<file path="config.mk">
export PLATFORM = sky130hd
export DESIGN_NAME = alu_result_capture
export DESIGN_NICKNAME = d
export VERILOG_FILES = /design/src/rtl/alu_result_capture.sv
export SDC_FILE = /design/constraint.sdc
export NUM_CORES = 1
export LEC_CHECK = 0
export ABC_CLOCK_PERIOD_IN_PS = 6860
export BUFFER_PORTS_ARGS = -buffer_cell sky130_fd_sc_hd__clkbuf_2
export CAP_MARGIN = 10
export CORE_AREA = 2 2 90 126
export CTS_BUF_LIST = sky130_fd_sc_hd__clkbuf_8
export DETAILED_ROUTE_END_ITERATION = 10
export DIE_AREA = 0 0 92 128
export HOLD_SLACK_MARGIN = 0.03
export PLACE_DENSITY_LB_ADDON = 0.05
export SYNTH_ARGS = -nofsm -noshare
export SYNTH_HDL_FRONTEND = slang
export SYNTH_SLANG_ARGS = --single-unit
</file>
<file path="constraint.sdc">
create_clock -name CLK -period 6.86 [get_ports CLK]
set_input_delay 0.343 -clock CLK [delete_from_list [all_inputs] [get_ports CLK]]
set_output_delay 0.343 -clock CLK [all_outputs]
set_load 0.02 [all_outputs]
</file>
<file path="src/rtl/alu_result_capture.sv">
// Captures one-hot ALU unit outputs as tagged words into a first-word-fall-through FIFO
// drained over valid/ready, with sticky overflow and flag-error indicators.
module alu_result_capture #(
    parameter int n      = 15,
    parameter int DEPTH  = 4,
    parameter int ADDR_W = 2
) (
    input  logic              CLK,
    input  logic              RST,
    input  logic              capture_en,
    input  logic [2*n:0]      Arith_OUT,
    input  logic              Carry_OUT,
    input  logic [n:0]        Logic_OUT,
    input  logic [1:0]        CMP_OUT,
    input  logic [n:0]        SHIFT_OUT,
    input  logic              Arith_Flag,
    input  logic              Logic_Flag,
    input  logic              CMP_Flag,
    input  logic              SHIFT_Flag,
    input  logic              clr_err,
    output logic [2*n+1:0]    out_data,
    output logic [1:0]        out_tag,
    output logic              out_valid,
    input  logic              out_ready,
    output logic [ADDR_W:0]   fifo_count,
    output logic              overflow,
    output logic              flag_err
);

    localparam int W = 2 * n + 2;
    localparam logic [ADDR_W:0] FULL_COUNT = (ADDR_W + 1)'(DEPTH);

    logic [3:0]        flags;
    logic              multi_flag;
    logic              one_flag;
    logic              push_req;
    logic              push_ok;
    logic              pop;
    logic              full;
    logic [W-1:0]      entry_data;
    logic [1:0]        entry_tag;
    logic [W+1:0]      mem [DEPTH];
    logic [ADDR_W-1:0] wr_ptr;
    logic [ADDR_W-1:0] rd_ptr;
    logic [W+1:0]      head;

    assign flags      = {SHIFT_Flag, CMP_Flag, Logic_Flag, Arith_Flag};
    // Clearing the lowest set bit leaves something only if two or more flags are set.
    assign multi_flag = |(flags & (flags - 4'd1));
    assign one_flag   = (|flags) && !multi_flag;

    assign push_req  = capture_en && one_flag;
    assign full      = (fifo_count == FULL_COUNT);
    assign out_valid = (fifo_count != '0);
    assign pop       = out_valid && out_ready;
    assign push_ok   = push_req && (!full || pop);

    always_comb begin
        entry_data = '0;
        entry_tag  = 2'b00;
        if (Arith_Flag) begin
            entry_data = {Carry_OUT, Arith_OUT};
            entry_tag  = 2'b00;
        end else if (Logic_Flag) begin
            entry_data = {{(n + 1){1'b0}}, Logic_OUT};
            entry_tag  = 2'b01;
        end else if (CMP_Flag) begin
            entry_data = {{(2 * n){1'b0}}, CMP_OUT};
            entry_tag  = 2'b10;
        end else if (SHIFT_Flag) begin
            entry_data = {{(n + 1){1'b0}}, SHIFT_OUT};
            entry_tag  = 2'b11;
        end
    end

    always_ff @(posedge CLK) begin
        if (RST) begin
            wr_ptr     <= '0;
            rd_ptr     <= '0;
            fifo_count <= '0;
        end else begin
            if (push_ok) begin
                mem[wr_ptr] <= {entry_tag, entry_data};
                wr_ptr      <= wr_ptr + 1'b1;
            end
            if (pop) begin
                rd_ptr <= rd_ptr + 1'b1;
            end
            case ({push_ok, pop})
                2'b10:   fifo_count <= fifo_count + 1'b1;
                2'b01:   fifo_count <= fifo_count - 1'b1;
                default: fifo_count <= fifo_count;
            endcase
        end
    end

    // Set conditions are checked before clr_err so a same-cycle set wins.
    always_ff @(posedge CLK) begin
        if (RST) begin
            overflow <= 1'b0;
            flag_err <= 1'b0;
        end else begin
            if (push_req && full && !pop) begin
                overflow <= 1'b1;
            end else if (clr_err) begin
                overflow <= 1'b0;
            end
            if (capture_en && multi_flag) begin
                flag_err <= 1'b1;
            end else if (clr_err) begin
                flag_err <= 1'b0;
            end
        end
    end

    // Stale storage is masked so an empty FIFO reads as zero.
    assign head     = mem[rd_ptr];
    assign out_data = out_valid ? head[W-1:0] : '0;
    assign out_tag  = out_valid ? head[W+1:W] : 2'b00;

endmodule

</file>
Word level (Yosys, flattened, before mapping)
Memory sizes are Yosys's and may differ from the RTL's. A register that Yosys moved wholly into a read port is not among the register bits.
Index checks and enable logic that the tools add are counted.

storage, ports and cells
  flip-flop bits (word level) = 9
  bits in latches = 0
  bits in writable memories = 136
  memory bits (read-only) = 0
  input bits = 75
  output and inout bits = 40
  word-level logic and storage cells = 51
  memories = 1

memories
  memory  depth  bits a word  read ports  clocked after memory_dff  wr ports  RTL line  source
  mem     4      34           1           1                         1         42        logic [W+1:0] mem [DEPTH];

operators by class
  add/sub/neg operators = 5
  $mul = 0
  divide/modulo/power cells = 0
  order comparisons = 0
  eq/ne operators = 3
  shift-type cells = 0
  mux-type cells = 19
  bitwise logic cells = 1
  reductions and logical operators = 17

operator list
  cell                                                                count
  32-bit 2-to-1 mux                                                   2
  16-bit 2-to-1 mux                                                   3
  2-bit 2-to-1 mux                                                    7
  4-bit OR reduction                                                  2
  1-bit logical AND                                                   7
  1-bit 2-to-1 mux                                                    6
  3-bit one-hot mux with 2 select lines                               1
  2-bit nonzero test                                                  3
  2-bit by 1-bit adder with 2-bit output, second input constant       2
  4-bit bitwise AND                                                   1
  4-bit by 1-bit subtractor with 4-bit output, second input constant  1
  3-bit by 1-bit adder with 3-bit output, second input constant       1
  3-bit == test, second input constant                                1
  1-bit zero test                                                     3
  3-bit nonzero test                                                  1
  3-bit by 1-bit subtractor with 3-bit output, second input constant  1
  2-bit by 1-bit == test with 1-bit output, second input constant     1
  2-bit == test, second input constant                                1
  1-bit logical OR                                                    1

Depth between registers and ports, before layout
  word-level depth = 10
  depth in mapped cells = 8
  gate-level depth less buffers = 7

Worst setup path after synthesis
No wires, ideal clock.

  path kind = input to register
  from = input SHIFT_Flag
  to = memory mem[0][0] (netlist bit), enable pin
  library setup time = 394 ps
  arrival time = 2407 ps
  data required time = 6466 ps
  slack = 4059 ps
  stages = 5
  buffers on the path = 1
  cells stage by stage = buf_2 -> or4b_4 -> o311a_2 -> nor4_1 -> and2_1

on the way
  word-level cells in the longest chain between the ends = 10
  elaborated cells on any way between the ends = 11
  classes of those cells = add/sub: 1; mux: 3; bitwise: 1; reduce/logical: 6

RTL lines
  item                                         RTL line  source
  start, declared                              19        input logic SHIFT_Flag,
  4-bit by 1-bit subtractor with 4-bit output  49        assign multi_flag = |(flags & (flags - 4'd1));
  4-bit bitwise AND                            49
  4-bit OR reduction                           49
  1-bit zero test                              50        assign one_flag = (|flags) && !multi_flag;
  1-bit logical AND *                          50
  1-bit logical AND *                          52        assign push_req = capture_en && one_flag;
  1-bit logical AND *                          56        assign push_ok = push_req && (!full || pop);
  1-bit 2-to-1 mux *                           82        if (push_ok) begin
  1-bit 2-to-1 mux *                           77        if (RST) begin
  1-bit 2-to-1 mux (implied by the code) *     83        mem[wr_ptr] <= {entry_tag, entry_data};
  end, declared                                42

Every way passes the cells marked *; elsewhere a longest branch is shown, timed or not.

Final worst setup path
  from = input Arith_Flag
  to = memory mem[2][16] (netlist bit), enable pin

on the way
  word-level cells in the longest chain between the ends = 10
  elaborated cells on any way between the ends = 11
  classes of those cells = add/sub: 1; mux: 3; bitwise: 1; reduce/logical: 6

RTL lines
  item                                         RTL line  source
  start, declared                              16        input logic Arith_Flag,
  4-bit by 1-bit subtractor with 4-bit output  49
  4-bit bitwise AND                            49
  4-bit OR reduction                           49
  1-bit zero test                              50
  1-bit logical AND *                          50
  1-bit logical AND *                          52
  1-bit logical AND *                          56
  1-bit 2-to-1 mux *                           82
  1-bit 2-to-1 mux *                           77
  1-bit 2-to-1 mux (implied by the code) *     83

Marks and branches as above.

==> summary.txt <==
Outcome
  • Outcome: finished clean

Power and ir drop
  • Peak VDD IR: approximately 0.19 mV
  • PwrDens: ~330 nW/um^2
  • Lkg Pwr: 2.60 nW

Final layout
  • Most frequent cells in the layout: edfxtp_1, clkbuf_2, and2_1
  • Design Area, Final: ~7300 um^2
  • Core Util, Final: between 60% and 70%
  • Most common cell after layout, fill and taps aside: edfxtp_1
  • Layout Area Growth over Synthesis: 16.6%
  • Antenna Cells: 0
  • Final Net Count: roughly 560
  • Filler Cell Count: between 700 and 800
  • Share of layout cells above drive strength 1: 39.4%
  • Multi-input gate area: 1800 um^2
  • FF/Latch Area: about 4300 um^2

Placement
  • DP Worst Slack: about 3.3 ns
  • Placed Instance Area: 6870 um^2
  • Number of port buffers: between 100 and 150
  • HPWL Detailed: roughly 7 mm
  • Routability cong.: about 0.76

Floorplan
  • Initial Utilization: 58.2%
  • # rows: 45
  • I/O pins: between 100 and 150
  • Full die area: around 12000 um^2
  • Core ar.: between 10000 and 15000 um^2
  • Chip height: approximately 130 um
  • Die width: 92 um

STA
  • Final Max Slew Viols: 0
  • Final worst setup slack: approximately 3.8 ns
  • Min Clock Period, post-route: 3.05 ns
  • Layout Skew: 0.00947 ns
  • Slew margin rel.: 30.8%
  • Setup_tns: 0 ns
  • Slew @ Worst Pin: approximately 1.0 ns
  • Worst hold slack: about 0.21 ns
  • Final Hold Vio Count: 0
  • FMAX: 328 MHz
  • Final setup violation count: 0
  • RSZ-0062 raised after global routing: no
  • Crit share post-route: between 40% and 50%

Worst setup path
  • Worst r2r dst: fifo_count[2]$_SDFFE_PP0P_
  • Setup crit start: Arith_Flag
  • Reg2Reg Setup Slack: 4.14 ns
  • Worst Path Required: slightly below 7 ns
  • Crit Path Class: primary input to flop
  • Worst Setup Start Kind: primary input
  • Critical path capture point: mem[2][16]$_DFFE_PP_
  • CP Capture Type: flop
  • CP max FO: 55
  • Data arrival, critical path: ~3.1 ns
  • Reg-to-Reg Start: fifo_count[1]$_SDFFE_PP0P_
  • Worst-case reg-to-reg path depth: 7

Clock tree
  • Clock Path Buffers: 2
  • Root buf cell: clkbuf_8
  • CTS tree: yes
  • Total CTS buffers: 17
  • CTS hold repair buffers: 0
  • Clock sink total: 147
  • H-tree depth: 4
  • Number of setup buffers added after CTS: 0
  • Post-cts sizing count: 0
  • Clock-pin slew on the worst setup and hold paths: about 0.08 ns
  • Clk_lat worst skew: 0.42 ns

Drt
  • Pre-antenna DRT Iters: 4
  • Routed WL: 11.0 mm
  • Wirelength per Cell: approximately 17 um
  • Initial DRC Count: between 200 and 250
  • Via density: about 5.5
  • Vias: 3465
  • DRT antenna net count: 0
  • Post-route DRC: 0

Logic synthesis
  • Post-synth EDFFs: 136
  • Synth Warn #: 0
  • Flops & latches, synth: 147
  • Syn nets: 450
  • Mapped cell area: around 6200 um^2
  • Synth Flop Type: edfxtp_1
  • Seq/Total Area, Yosys: between 60% and 70%
  • Post-Syn Instances: 370
  • Synth cell types: 39
  • FFs w/ async S/R, synth: 0%
  • Synth Area per Inst: ~17 um^2

Flow run
  • Max Cap Viol: 0

GRT
  • Number of global-route vias before repair: 3491
  • Largest net degree at the start of global routing: 56
  • First-pass GRT wire length: between 15 and 20 mm
  • Initial antenna violation count: 0
  • Grt total ovfl: 0
  • Gr usage total: approximately a fifth

Worst hold path
  • Class of the worst hold path: primary input to flop
==> stage by stage <==
step                cells  power (mW)
finish                633        2.42
global route          633        2.54
CTS                   633        2.45
detailed placement    601        1.82
global placement      601        1.81
floorplan             370        1.60
==> worst max-delay path: stages <==
cell and delay [ns]:
clkbuf_2 0.53, or4b_4 0.73, o311a_2 0.18, nor4_1 0.43, and2_2 0.87
==> sequential cells by signal (all words and copies together) (netlist names), named ones only <==
name / cells
mem: 136
fifo_count: 3
overflow: 1
wr_ptr: 2
rd_ptr: 2
flag_err: 1
==> cell type report <==
| cell class | count | area share [%] |
|---|---|---|
| Sequential cell | 147 | 59.4 |
| Multi-Input combinational cell | 194 | 24.8 |
| Timing Repair Buffer | 115 | 7.97 |
| Clock buffer | 17 | 3.22 |
| Tap cell | 141 | 2.43 |
| Clock inverter | 15 | 2.03 |
| Inverter | 4 | 0.207 |
==> how the worst min path moves through the flow <==
stage / startpoint / endpoint / slack (ns) / depth (start not counted)
floorplan: rd_ptr[1]$_SDFFE_PP0N_ / flop / 0.48 / 2
global placement: flag_err$_SDFFE_PP0P_ / flag_err$_SDFFE_PP0P_ / 0.48 / 2
detailed placement: flag_err$_SDFFE_PP0P_ / flag_err$_SDFFE_PP0P_ / 0.49 / 2
CTS: clr_err / flag_err$_SDFFE_PP0P_ / 0.19 / 4
global route: clr_err / flag_err$_SDFFE_PP0P_ / 0.22 / 4
finish: clr_err / flag_err$_SDFFE_PP0P_ / 0.21 / 4
==> logic make-up (layout without fill, tap and decap cells) <==
| logic type | after synthesis | after routing | share of synthesized area, % |
|---|---|---|---|
| muxes | 37 | 37 | 12.9 |
| xor gates and xnor gates | 4 | 4 | 0.563 |
| adders and majority gates | 6 | 6 | 1.29 |
| DFF | 147 | 147 | 69.2 |
| AOI/OAI and AO/OA | 42 | 42 | 4.34 |
| buffers and inverters | 29 | 151 | 1.99 |
| and+or+nand+nor | 105 | 105 | 9.75 |
==> report_power, final <==
group          switching, mW  leakage, nW  internal [mW]
clock network          0.335        0.187          0.297
logic                  0.434         1.08          0.316
registers             0.0275         1.33           1.01
==> metal layers <==
| layer | GRT usage, % | vias to the layer above | wire length (um) |
|---|---|---|---|
| met5 | 0 | - | 0 |
| met4 | 6.41 | 0 | 74 |
| met1 | 24.3 | 1722 | 4460 |
| met2 | 35.0 | 87 | 5980 |
| li1 | - | 1651 | - |
| met3 | 4.53 | 5 | 501 |
==> cell usage after synthesis (2+ instances only) <==
master,instances,share of area [%]
nor3_1,5,0.40
o21ai_0,7,0.56
buf_1,3,0.18
a22oi_1,15,1.8
edfxtp_1,136,66
or4b_4,2,0.44
and2_1,54,5.4
nor2b_1,3,0.30
o21ai_1,9,0.72
nand2_1,18,1.1
mux4_2,34,12
dfxtp_1,11,3.5
mux2i_1,2,0.32
xor2_1,2,0.28
xnor2_1,2,0.28
ha_1,4,0.80
inv_1,4,0.24
clkbuf_1,15,0.91
nand2b_1,2,0.20
a21oi_1,5,0.40
nor2_1,14,0.84
buf_2,6,0.48
(Power assumes the default switching activity.)
